<file path="src/rtl/truth_table_scanner_pkg.sv">
// ---------------------------------------------------------------------------
// tt_pkg
//   Shared definitions for the truth-table scanner: the scan FSM state
//   encoding, default geometry of the candidate circuit, the default table
//   width and helper functions that size the table and the mismatch counter.
//   No ports; imported by the interface, the top module and the settle timer.
// ---------------------------------------------------------------------------
package tt_pkg;

    // Scan FSM states. The ST_ prefix keeps the settle state apart from the
    // SETTLE parameter that every scanner instance carries.
    typedef enum logic [1:0] {
        ST_IDLE   = 2'd0,
        ST_SETTLE = 2'd1,
        ST_SAMPLE = 2'd2,
        ST_DONE   = 2'd3
    } tt_state_t;

    // Default candidate geometry: four inputs (A..D), one output (Y0), and
    // two extra hold cycles per vector before the output is sampled.
    localparam int N_IN_DEFAULT   = 4;
    localparam int N_OUT_DEFAULT  = 1;
    localparam int SETTLE_DEFAULT = 2;

    // Number of bits in a full truth table for the default geometry.
    localparam int TT_W = (2 ** N_IN_DEFAULT) * N_OUT_DEFAULT;

    // Bits in a truth table: one entry of n_out bits for each of 2**n_in vectors.
    function automatic int tt_table_width(input int n_in, input int n_out);
        return (1 << n_in) * n_out;
    endfunction

    // The mismatch counter must hold every value from 0 up to the full table
    // width, so it never has to saturate explicitly.
    function automatic int tt_err_width(input int table_w);
        return $clog2(table_w + 1);
    endfunction

endpackage

</file>
<file path="src/rtl/truth_table_scanner_if.sv">
// ---------------------------------------------------------------------------
// truth_table_scanner_if
//   Bundles the scan request, the candidate-circuit connection and the
//   results of the truth-table scanner into one interface.
//
//   Signals
//     start     request a scan (only honoured while the scanner is idle)
//     target    expected table; bit v*N_OUT+j is output j for vector v
//     vec_out   vector currently applied to the candidate inputs
//     y_in      candidate outputs returned to the scanner
//     busy      scan in progress
//     done      one-cycle completion pulse
//     response  measured table, same layout as target
//     errors    number of bits where response differs from target
//
//   Modports
//     master  the requester / test environment side
//     slave   the scanner itself
// ---------------------------------------------------------------------------
interface truth_table_scanner_if
    import tt_pkg::*;
#(
    parameter int N_IN  = N_IN_DEFAULT,
    parameter int N_OUT = N_OUT_DEFAULT
);

    localparam int TBL_W = tt_table_width(N_IN, N_OUT);
    localparam int ERR_W = tt_err_width(TBL_W);

    logic              start;
    logic [TBL_W-1:0]  target;
    logic [N_IN-1:0]   vec_out;
    logic [N_OUT-1:0]  y_in;
    logic              busy;
    logic              done;
    logic [TBL_W-1:0]  response;
    logic [ERR_W-1:0]  errors;

    modport master (
        output start,
        output target,
        output y_in,
        input  vec_out,
        input  busy,
        input  done,
        input  response,
        input  errors
    );

    modport slave (
        input  start,
        input  target,
        input  y_in,
        output vec_out,
        output busy,
        output done,
        output response,
        output errors
    );

endinterface

</file>
<file path="src/rtl/truth_table_scanner_settle_timer.sv">
// ---------------------------------------------------------------------------
// settle_timer
//   Counts the hold time of one applied vector. A load pulse (given in the
//   cycle before a new vector appears) reloads the counter with SETTLE; the
//   counter then walks down to zero and stays there.
//
//   Ports
//     clk          clock, everything on posedge
//     rst          synchronous active-high reset
//     load         restart the hold time for the next vector
//     expire       high in the final hold cycle of the current vector
//     expire_next  high in the cycle just before the final hold cycle
// ---------------------------------------------------------------------------
module settle_timer
    import tt_pkg::*;
#(
    parameter int SETTLE = SETTLE_DEFAULT
) (
    input  logic clk,
    input  logic rst,
    input  logic load,
    output logic expire,
    output logic expire_next
);

    // A zero settle time still needs a one-bit counter to keep the logic legal.
    localparam int CW = (SETTLE < 1) ? 1 : $clog2(SETTLE + 1);
    localparam logic [CW-1:0] RELOAD = CW'(SETTLE);

    logic [CW-1:0] count;

    // Reload on a vector change, otherwise count down and park at zero so the
    // expire flag stays meaningful even if the scanner lingers.
    always_ff @(posedge clk) begin
        if (rst) begin
            count <= '0;
        end else if (load) begin
            count <= RELOAD;
        end else if (count != '0) begin
            count <= count - CW'(1);
        end
    end

    assign expire      = (count == '0);
    assign expire_next = (count == CW'(1));

endmodule

</file>
<file path="src/rtl/truth_table_scanner.sv">
// ---------------------------------------------------------------------------
// truth_table_scanner
//   Walks every input vector of a combinational candidate circuit, holds each
//   vector for SETTLE+1 cycles, samples the candidate outputs in the last of
//   those cycles and assembles the measured truth table. Every sampled entry
//   is compared with a target table latched at start, and the total number
//   of differing bits is reported as the fitness value.
//
//   Parameters
//     N_IN    candidate inputs; the scan covers 2**N_IN vectors
//     N_OUT   candidate outputs
//     SETTLE  extra hold cycles before sampling (0 allowed)
//
//   Ports
//     clk   clock, everything on posedge
//     rst   synchronous active-high reset, overrides everything
//     bus   slave side of truth_table_scanner_if:
//             start/target in, vec_out to the candidate, y_in from the
//             candidate, busy/done status, response/errors results
// ---------------------------------------------------------------------------
module truth_table_scanner
    import tt_pkg::*;
#(
    parameter int N_IN   = N_IN_DEFAULT,
    parameter int N_OUT  = N_OUT_DEFAULT,
    parameter int SETTLE = SETTLE_DEFAULT
) (
    input  logic                  clk,
    input  logic                  rst,
    truth_table_scanner_if.slave  bus
);

    localparam int TBL_W = tt_table_width(N_IN, N_OUT);
    localparam int ERR_W = tt_err_width(TBL_W);
    localparam int N_VEC = 1 << N_IN;
    localparam logic [N_IN-1:0] LAST_VEC = {N_IN{1'b1}};

    // With no extra settle cycles a fresh vector is sampled in its first cycle.
    localparam tt_state_t HOLD_ENTRY = (SETTLE == 0) ? ST_SAMPLE : ST_SETTLE;

    tt_state_t         state;
    tt_state_t         next_state;

    logic [N_IN-1:0]   vec_cnt;
    logic [TBL_W-1:0]  target_lat;
    logic [TBL_W-1:0]  response_q;
    logic [ERR_W-1:0]  errors_q;

    logic              accept;
    logic              last_vec;
    logic              sample_en;
    logic              timer_load;
    logic              timer_expire;
    logic              timer_expire_next;

    logic [TBL_W-1:0]  resp_next;
    logic [N_OUT-1:0]  mismatch;
    logic [ERR_W-1:0]  err_inc;

    settle_timer #(
        .SETTLE (SETTLE)
    ) u_settle_timer (
        .clk         (clk),
        .rst         (rst),
        .load        (timer_load),
        .expire      (timer_expire),
        .expire_next (timer_expire_next)
    );

    // The vector counter terminates explicitly on the last vector, so it
    // never wraps back into a second pass.
    assign accept     = (state == ST_IDLE) && bus.start;
    assign last_vec   = (vec_cnt == LAST_VEC);
    assign sample_en  = (state == ST_SAMPLE) && timer_expire;

    // The timer is reloaded whenever a new vector is about to be driven:
    // on an accepted start (vector 0) and after each non-final sample.
    assign timer_load = accept || ((state == ST_SAMPLE) && !last_vec);

    // State register; reset returns straight to idle, dropping any scan.
    always_ff @(posedge clk) begin
        if (rst) begin
            state <= ST_IDLE;
        end else begin
            state <= next_state;
        end
    end

    // Next-state logic. Start is only looked at in idle, so a start seen
    // while scanning or in the done cycle is simply dropped.
    always_comb begin
        next_state = state;
        case (state)
            ST_IDLE: begin
                if (bus.start) begin
                    next_state = HOLD_ENTRY;
                end
            end
            ST_SETTLE: begin
                if (timer_expire_next) begin
                    next_state = ST_SAMPLE;
                end
            end
            ST_SAMPLE: begin
                if (last_vec) begin
                    next_state = ST_DONE;
                end else begin
                    next_state = HOLD_ENTRY;
                end
            end
            ST_DONE: begin
                next_state = ST_IDLE;
            end
            default: begin
                next_state = ST_IDLE;
            end
        endcase
    end

    // Merge the sampled outputs into the table slot of the current vector and
    // count how many of them disagree with the latched target slot.
    always_comb begin
        resp_next = response_q;
        mismatch  = '0;
        for (int v = 0; v < N_VEC; v++) begin
            if (vec_cnt == N_IN'(v)) begin
                resp_next[v*N_OUT +: N_OUT] = bus.y_in;
                mismatch = bus.y_in ^ target_lat[v*N_OUT +: N_OUT];
            end
        end
        err_inc = '0;
        for (int j = 0; j < N_OUT; j++) begin
            err_inc = err_inc + ERR_W'(mismatch[j]);
        end
    end

    // Scan datapath. An accepted start snapshots the target and clears the
    // previous results; otherwise results hold until the next accepted start.
    // After the final sample the counter returns to zero so the candidate
    // sees vector 0 while the scanner is done or idle.
    always_ff @(posedge clk) begin
        if (rst) begin
            vec_cnt    <= '0;
            target_lat <= '0;
            response_q <= '0;
            errors_q   <= '0;
        end else if (accept) begin
            vec_cnt    <= '0;
            target_lat <= bus.target;
            response_q <= '0;
            errors_q   <= '0;
        end else if (sample_en) begin
            response_q <= resp_next;
            errors_q   <= errors_q + err_inc;
            vec_cnt    <= last_vec ? '0 : vec_cnt + N_IN'(1);
        end
    end

    assign bus.vec_out  = vec_cnt;
    assign bus.busy     = (state == ST_SETTLE) || (state == ST_SAMPLE);
    assign bus.done     = (state == ST_DONE);
    assign bus.response = response_q;
    assign bus.errors   = errors_q;

endmodule

</file>
<file path="src/flat_wrapper.sv">
// flat-port wrapper written by rule: the top's interface ports become plain ports
module truth_table_scanner_flat import tt_pkg::*;
#(
    parameter int N_IN   = N_IN_DEFAULT,
    parameter int N_OUT  = N_OUT_DEFAULT,
    parameter int SETTLE = SETTLE_DEFAULT
)
  (clk, rst, bus_start, bus_target, bus_y_in, bus_vec_out, bus_busy, bus_done, bus_response, bus_errors);
  truth_table_scanner_if #(.N_IN(N_IN), .N_OUT(N_OUT)) bus_i ();
  input  logic clk;
  input  logic rst;
  input wire logic [$bits(bus_i.start)-1:0] bus_start;
  input wire logic [$bits(bus_i.target)-1:0] bus_target;
  input wire logic [$bits(bus_i.y_in)-1:0] bus_y_in;
  output wire logic [$bits(bus_i.vec_out)-1:0] bus_vec_out;
  output wire logic [$bits(bus_i.busy)-1:0] bus_busy;
  output wire logic [$bits(bus_i.done)-1:0] bus_done;
  output wire logic [$bits(bus_i.response)-1:0] bus_response;
  output wire logic [$bits(bus_i.errors)-1:0] bus_errors;
  assign bus_i.start = bus_start;
  assign bus_i.target = bus_target;
  assign bus_i.y_in = bus_y_in;
  assign bus_vec_out = bus_i.vec_out;
  assign bus_busy = bus_i.busy;
  assign bus_done = bus_i.done;
  assign bus_response = bus_i.response;
  assign bus_errors = bus_i.errors;
  truth_table_scanner #(.N_IN(N_IN), .N_OUT(N_OUT), .SETTLE(SETTLE)) u_core (.clk(clk), .rst(rst), .bus(bus_i));
endmodule
</file>
<file path="config.mk">
export PLATFORM = sky130hd
export DESIGN_NAME = truth_table_scanner_flat
export DESIGN_NICKNAME = d
export VERILOG_FILES = /design/src/rtl/truth_table_scanner_pkg.sv /design/src/rtl/truth_table_scanner_if.sv /design/src/rtl/truth_table_scanner_settle_timer.sv /design/src/rtl/truth_table_scanner.sv /design/src/flat_wrapper.sv
export SDC_FILE = /design/constraint.sdc
export NUM_CORES = 1
export LEC_CHECK = 0
export BUFFER_PORTS_ARGS = -buffer_cell sky130_fd_sc_hd__buf_2
export CORE_ASPECT_RATIO = 1.5
export CORE_UTILIZATION = 38
export DETAILED_ROUTE_END_ITERATION = 6
export GPL_TIMING_DRIVEN = 0
export PLACE_DENSITY = 0.6
export SLEW_MARGIN = 25
export SYNTH_ARGS = -nofsm -noshare
export SYNTH_HDL_FRONTEND = slang
export SYNTH_SLANG_ARGS = --single-unit
export TNS_END_PERCENT = 5
</file>
<file path="constraint.sdc">
create_clock -name clk -period 2.45 [get_ports clk]
set_clock_uncertainty 0.05 [all_clocks]
set_input_delay 0.1225 -clock clk [delete_from_list [all_inputs] [get_ports clk]]
set_output_delay 0.1225 -clock clk [all_outputs]
set_load 0.1 [all_outputs]
</file>
Yosys cells after proc, flatten, opt, wreduce, memory -nomap -nowiden --
Cells that the tools add are included.
Word-level totals: register bits 45, bits of input ports 20, output and inout bits 27, word-level logic and storage cells 115
Cells by class: add/subtract/negate cells 3, equality and inequality tests 21, mux-type cells 23, bitwise gates (word level) 16, reductions and logical operators 30
Operators with widths (number):
- $reduce_and 2->1 | 17
- $eq 4x4->1 const B | 8
- $eq 4x3->1 const B | 4
- $mux 1 | 16
- $xor 1x1->1 | 16
- $mux 2 | 5
- $eq 4x2->1 const B | 2
- $pmux 2 s4 | 1
- $add 5x1->5 | 1
- $add 4x1->4 const B | 1
- $eq 2x1->1 const B | 2
- $eq 2x2->1 const B | 2
- $eq 4x1->1 const B | 1
- $logic_not 2->1 | 2
- $logic_not 4->1 | 1
- $mux 4 | 1
- $reduce_bool 2->1 | 2
- $reduce_or 2->1 | 2
- $logic_and 1x1->1 | 3
- $logic_or 1x1->1 | 2
- $ne 2x1->1 const B | 1
- $ne 2x2->1 const B | 1
- $sub 2x1->2 const B | 1
- $logic_not 1->1 | 1

Longest topological paths before layout --
Gate-level depths: netlist of run 1.
depth after elaboration 18, depth in mapped cells 13

Modules after synthesis --
From an unflattened synthesis of run 1, not the netlist that was laid out.
Second synthesis, totals: cells, all modules 288, area, all modules 2304.7 µm²
By module, submodules not included:
- truth_table_scanner | instances 1, cells each 281, area an instance 2230.9 µm², seq. area each 860.8 µm²
- settle_timer | instances 1, cells each 7, area an instance 73.8 µm², seq. area each 40.0 µm²

Worst setup path after synthesis of run 1 --
OpenSTA, ideal clock, no wires.
path kind register to register, start register u_core.vec_cnt[0] (netlist: u_core.bus.vec_out[0]), end register u_core.errors_q[4] (netlist: u_core.bus.errors[4]), arrival 3.045 ns, setup slack -0.773 ns, cell stages (with the launch flop) 14, path buffers 1, clock period less this slack 3.223 ns, cells stage by stage dfxtp_1 > inv_1 > ha_1 > buf_2 > nor2b_1 > a221o_1 > and3_1 > o21ai_1 > a31oi_1 > ha_1 > ha_1 > nand4_1 > xor2_1 > nor2_1
On the way: longest elaborated chain between the ends 18
Ends and longest elaborated chain:
- start, declared | RTL line truth_table_scanner.sv:44 | logic [N_IN-1:0] vec_cnt;
- start signal, assigned | RTL line truth_table_scanner.sv:155 | vec_cnt <= last_vec ? '0 : vec_cnt + N_IN'(1);
- $logic_not 4->1 | RTL line truth_table_scanner.sv:126 | if (vec_cnt == N_IN'(v)) begin
- $mux 1 (15 in a row) | RTL line truth_table_scanner.sv:126
- $mux 1 * | RTL line truth_table_scanner.sv:126
- $add 5x1->5 * | RTL line truth_table_scanner.sv:154 | errors_q <= errors_q + err_inc;
- end signal, assigned | RTL line truth_table_scanner.sv:154
- end, declared | RTL line truth_table_scanner.sv:47 | logic [ERR_W-1:0] errors_q;
Mark *: on every way between the ends. The rest lies on a longest branch, timed or not. A chain may end at the register's enable or synchronous reset.

Worst setup path in the final report of run 1 --
Same ends and word-level chain as after synthesis.

==> results of run 1 <==
worst register-to-register path, delay by kind of cell (launching register included):
family,cells,cell delay [ns]
compound gates,3,0.60
simple gates,4,0.43
buf+inv,1,0.14
fa+ha+maj,3,0.55
flops,1,0.37
xor+xnor,1,0.17
sequential cells by signal, summed over array words and instances, names as in the netlist:
signal,flops
u_core.bus.errors,5
u_core.bus.response,16
u_core.bus.vec_out,4
u_core.state,2
u_core.target_lat,16
u_core.u_settle_timer.count,2
worst paths after layout:
kind / from / to / slack (ns) / depth (start not counted)
setup / recovery: u_core.bus.vec_out[0] / u_core.bus.errors[4] / 0.02 / 12
hold / removal: bus_target[2] / u_core.target_lat[2] / 0.008 / 3
setup reg to reg: u_core.bus.vec_out[0] / u_core.bus.errors[4] / 0.02 / 12
hold reg to reg: u_core.target_lat[7] / u_core.target_lat[7] / 0.42 / 2
through the flow:
| step | utilization [%] | worst slack [ns] | hold slack, ns | instances | cell area, um^2 |
|---|---|---|---|---|---|
| 6_report | 51.1 | 0.0206 | 0.00754 | 421 | 2980 |
| 3_3_place_gp | 47.0 | -0.106 | 0.313 | 404 | 2740 |
| 3_5_place_dp | 47.0 | -0.171 | 0.317 | 404 | 2740 |
| 4_1_cts | 49.9 | 0.00222 | 0.00419 | 417 | 2910 |
| 5_1_grt | 51.1 | -0.0860 | 0.00344 | 421 | 2980 |
| 2_1_floorplan | - | -0.0495 | 0.208 | 287 | 2420 |
final cells by class:
type / instances / area share [%]
Multi-Input combinational cell: 212 / 46.8
Clock buffer: 7 / 2.90
Tap cell: 72 / 3.02
Inverter: 8 / 1.18
Timing Repair Buffer: 56 / 10.3
Sequential cell: 45 / 30.6
Buffer: 21 / 5.21
per-layer routing:
layer | up-vias | global-route usage (%)
met1 | 955 | 21.4
met3 | 6 | 3.17
met4 | 0 | 4.52
met5 | - | 0
li1 | 1084 | -
met2 | 42 | 31.0
repair_timing:
item                                    4_1_cts  5_1_grt
pin swaps                                     6        7
endpoints found under the setup margin        4        4
gates resized for setup                       7        8
endpoints found under the hold margin         0        0
setup buffers                                 6        5
power breakdown:
group	total (mW)	internal (mW)	leakage (nW)	switching, mW
combinational	0.683	0.234	0.907	0.449
clock	0.460	0.224	0.0443	0.236
sequential	0.861	0.799	0.368	0.0617
layout by cell type, fill, tap and decap left out, drive strengths merged, types with 9 or more instances in the layout:
cell type  instances
a21oi             27
buf               66
clkbuf            18
dfxtp             45
ha                11
mux2i             16
nand2             50
nand3             21
nor2              27
xor2               9
logic make-up after synthesis:
family	after synthesis
DFF	45
AOI/OAI and AO/OA	47
buffers and inverters	30
muxes	16
and+or+nand+nor	123
adders and majority gates	11
xor gates and xnor gates	15
==> impl_metrics.env, run 1 <==
export IMPL_clkTransAtPathRegs_ns=0.08
export IMPL_cts_hold_buf=0
export IMPL_ys_flop_type="dfxtp_1"
export IMPL_grt_max_degree=13
export IMPL_wl_met3_um=187
export IMPL_antenna_found_initial=0
export IMPL_io_buffers=45
export IMPL_syn_area_per_cell_um2=8.09
export IMPL_dieWidth_um=65.8
export IMPL_drt_iter0_drc=64
export IMPL_routed_top_layer="met4"
export IMPL_arrival_ns=2.55
export IMPL_gp_congestion=0.842
export IMPL_crit_buf_inv=1
export IMPL_syn_inst=287
export IMPL_fin_crit_sh_pct=99.2
export IMPL_ctsRootBufferMaster="clkbuf_8"
export IMPL_synth_simple_area_share_pct=24.0
export IMPL_detail_route_antenna_nets=0
export IMPL_multi_input_area_mm2=0.00139
export IMPL_register_area_um2=911
export IMPL_slew_viol_final=0
export IMPL_synth_compound_area_share_pct=12.4
export IMPL_cts_tree="done"
export IMPL_rsz0062_at_grt="true"
export IMPL_synth_async_reset_ratio_pct=0
export IMPL_synth_area_leader_cell="dfxtp_1"
export IMPL_insertion_delay_ns=0.29
export IMPL_crit_path_start_kind="flop"
export IMPL_drive_gt1_share_pct=28.1
export IMPL_wl_met2_mm=2.77
export IMPL_cp_data_required_time_ns=2.57
export IMPL_finalNetCount=380
export IMPL_vias_per_cell=4.96
export IMPL_tightest_slew_ns=0.541
export IMPL_endpoint_kind="flop"
export IMPL_htree_num_levels=2
export IMPL_yosysSeqAreaShare_pct=38.8
export IMPL_yosys_warnings=0
export IMPL_hold_path_class="input pin to flop"
export IMPL_power_mw=2.00
export IMPL_wl_per_cell_um=12.7
export IMPL_synth_most_common_cell="nand2_1"
export IMPL_max_freq_ghz=0.412
export IMPL_cp_slowest_stage_delay_ns=0.37
export IMPL_ir_drop_mv=0.390
export IMPL_worstPathCellList="buf_4 -> ha_4 -> nor2b_4 -> nand2b_1 -> a31oi_2 -> o221ai_2 -> a31oi_2 -> ha_2 -> ha_4 -> nand4_1 -> xor2_1 -> nor2_1"
export IMPL_wl_met1_mm=2.33
export IMPL_drc=0
export IMPL_area_growth_pct=28.4
export IMPL_die_h_um=97.7
export IMPL_synth_cell_types=35
export IMPL_fin_crit_ns=2.43
export IMPL_ys_ff_latch=45
export IMPL_nFillCells=572
export IMPL_clock_sinks=45
export IMPL_leakage_nw=1.32
export IMPL_grt_overflow=0
export IMPL_synth_top_cell_area_share_pct=38.8
export IMPL_dieArea_mm2=0.00643
export IMPL_num_io_pins=47
export IMPL_synth_top_family_by_area="simple AND/OR/NAND/NOR gates"
export IMPL_grt_first_pass_wirelength_mm=8.91
export IMPL_synthTopCellsByArea="dfxtp_1, nand2_1, mux2i_1, ha_1, a21oi_1"
export IMPL_slew_headroom_pct=63.9
export IMPL_tns_ns=0
export IMPL_cap_violations=0
export IMPL_power_per_cell_area_mw_per_mm2=673
export IMPL_critPathKind="flop to flop"
export IMPL_final_hold_viol_count=0
export IMPL_status="completed"
export IMPL_std_cell_rows=34
export IMPL_syn_area_mm2=0.00232
export IMPL_synth_fa_ha_area_share_pct=5.93
export IMPL_setup_viol=0
export IMPL_wirelength_mm=5.35
export IMPL_ctsLongestPathBuffers=2
export IMPL_core_area_mm2=0.00583
export IMPL_drtPass1Iterations=4
export IMPL_track_usage_pct=17.6
export IMPL_critPathTopFamily="compound AO/OA/AOI/OAI gates"
export IMPL_critical_path_max_fanout=5
export IMPL_synthTopCellsByCount="nand2_1, dfxtp_1, a21oi_1, nor2_1, nand3_1"
export IMPL_crit_slowest_cell="dfxtp_4"
export IMPL_hpwl_mm=3.91
export IMPL_grt_pass1_vias=1924
export IMPL_synthXorXnorAreaFrac_pct=5.66
export IMPL_synthMuxAreaShare_pct=6.90
export IMPL_start_util_pct=39.8
export IMPL_synth_edf_count=0
export IMPL_cts_made_buffers=5
export IMPL_via_count=2087
export IMPL_n_antenna_cell=0
export IMPL_synth_nets=318
Power figures use the tool's default switching activity.
==> inputs of run 2 (changes only) <==
--- a/config.mk
+++ b/config.mk
@@ -10,6 +10,7 @@
 export CORE_UTILIZATION = 38
 export DETAILED_ROUTE_END_ITERATION = 6
 export GPL_TIMING_DRIVEN = 0
+export HOLD_SLACK_MARGIN = 0.12
 export PLACE_DENSITY = 0.6
 export SLEW_MARGIN = 25
 export SYNTH_ARGS = -nofsm -noshare
==> run 2 against run 1 <==
  * Global-route usage up 0.64 points
  * Register-to-register slack about the same
  * Critical endpoint unchanged
  * Utilization up 2.7 points
  * Highest routed layer unchanged
  * Via count up 3.2%
  * Cell count up 3.8%
==> impl_metrics.env, run 2 (synthesis gave the netlist of run 1 again) <==
export IMPL_io_buffers=45
export IMPL_die_h_um=97.7
export IMPL_finalNetCount=396
export IMPL_power_per_cell_area_mw_per_mm2=644
export IMPL_drt_iter0_drc=61
export IMPL_critical_path_max_fanout=6
export IMPL_post_place_ws_ns=-0.171
export IMPL_area_growth_pct=35.3
export IMPL_arrival_ns=2.54
export IMPL_gp_congestion=0.842
export IMPL_register_area_um2=911
export IMPL_grt_max_degree=13
export IMPL_dieWidth_um=65.8
export IMPL_cap_violations=0
export IMPL_slew_viol_final=0
export IMPL_wl_per_cell_um=12.7
export IMPL_tightest_slew_ns=0.548
export IMPL_grt_overflow=0
export IMPL_rsz0062_at_grt="true"
export IMPL_n_antenna_cell=0
export IMPL_track_usage_pct=18.3
export IMPL_fin_hold_ws_ns=0.261
export IMPL_layout_common_cells="buf_2, nand2_1, dfxtp_1"
export IMPL_drive_gt1_share_pct=26.8
export IMPL_hpwl_mm=3.91
export IMPL_htree_num_levels=2
export IMPL_ctsRootBufferMaster="clkbuf_8"
export IMPL_detail_route_antenna_nets=0
export IMPL_fin_crit_ns=2.42
export IMPL_endpoint_kind="flop"
export IMPL_ctsLongestPathBuffers=2
export IMPL_postPlaceCellArea_mm2=0.00274
export IMPL_drtPass1Iterations=4
export IMPL_leakage_nw=1.39
export IMPL_clock_sinks=45
export IMPL_crit_path_start_kind="flop"
export IMPL_status="completed"
export IMPL_cts_made_buffers=5
export IMPL_core_area_mm2=0.00583
export IMPL_fin_area_mm2=0.00314
export IMPL_wirelength_mm=5.57
export IMPL_insertion_delay_ns=0.29
export IMPL_fin_crit_sh_pct=98.7
export IMPL_grt_first_pass_wirelength_mm=9.23
export IMPL_cts_tree="done"
export IMPL_dieArea_mm2=0.00643
export IMPL_cp_data_required_time_ns=2.57
export IMPL_fin_ws_ns=0.0320
export IMPL_num_io_pins=47
export IMPL_std_cell_rows=34
export IMPL_nFillCells=555
export IMPL_start_util_pct=39.8
export IMPL_max_freq_ghz=0.414
export IMPL_multi_input_area_mm2=0.00139
export IMPL_setup_viol=0
export IMPL_hold_path_class="input pin to flop"
export IMPL_final_hold_viol_count=0
export IMPL_ir_drop_mv=0.397
export IMPL_slew_headroom_pct=63.4
export IMPL_grt_pass1_vias=2012
export IMPL_critPathKind="flop to flop"
export IMPL_clkTransAtPathRegs_ns=0.08
export IMPL_vias_per_cell=4.93
export IMPL_via_count=2154
export IMPL_antenna_found_initial=0
export IMPL_drc=0
[run 2: changes by cell type in the layout (fill, tap and decap cells not counted), sizes merged]
cell / change
dlygate4sd3: +16
[run 2: through the flow]
step / TNS, ns / utilization (%) / std cells / power, mW
2_1_floorplan: -0.0495 / - / 287 / 1.39
3_3_place_gp: -0.144 / 47.0 / 404 / 1.51
3_5_place_dp: -0.357 / 47.0 / 404 / 1.51
4_1_cts: 0 / 52.7 / 433 / 2.02
5_1_grt: -0.149 / 53.9 / 437 / 2.15
6_report: 0 / 53.9 / 437 / 2.02
[run 2: layer usage]
metal | vias to the layer above | share of wire (%) | track usage (%)
met4 | 0 | 0.49 | 4.52
met1 | 998 | 43 | 21.7
met3 | 2 | 3.1 | 3.17
met5 | - | 0 | 0
met2 | 37 | 53 | 32.8
li1 | 1117 | - | -
[run 2: layout make-up]
cell class	count	share of cell area (%)
Clock buffer	7	2.75
Multi-Input combinational cell	212	44.4
Tap cell	72	2.87
Timing Repair Buffer	72	14.9
Buffer	21	4.94
Inverter	8	1.12
Sequential cell	45	29.0
[run 2: timing repair]
| item | 4_1_cts | 5_1_grt |
|---|---|---|
| hold endpoints to repair | 16 | 0 |
| cloned | 0 | 0 |
| setup buffers | 6 | 5 |
| gates resized for setup | 7 | 8 |
| pin swaps | 6 | 7 |
| setup endpoints to repair | 4 | 4 |
| hold buffers | 16 | 0 |
[run 2: power breakdown]
group / internal [mW] / switching, mW
Clock: 0.224 / 0.233
Sequential: 0.799 / 0.0619
Combinational: 0.250 / 0.453
[run 2: worst max-delay path: stages, from the launching register on]
cell and delay (ns):
dfxtp_4 0.37, buf_4 0.14, ha_4 0.18, clkbuf_16 0.16, a221oi_4 0.28, a31oi_2 0.07, o221ai_2 0.24, a31oi_2 0.13
ha_2 0.21, ha_4 0.16, nand4_1 0.11, xor2_1 0.14, nor2_1 0.06
[run 2: worst paths after layout]
kind / cells past startpoint / endpoint / from / slack [ns]
max: 12 / u_core.bus.errors[4] / u_core.bus.vec_out[0] / 0.03
min: 5 / u_core.state[0] / bus_start / 0.26
max reg2reg: 12 / u_core.bus.errors[4] / u_core.bus.vec_out[0] / 0.03
min reg2reg: 2 / u_core.target_lat[7] / u_core.target_lat[7] / 0.42
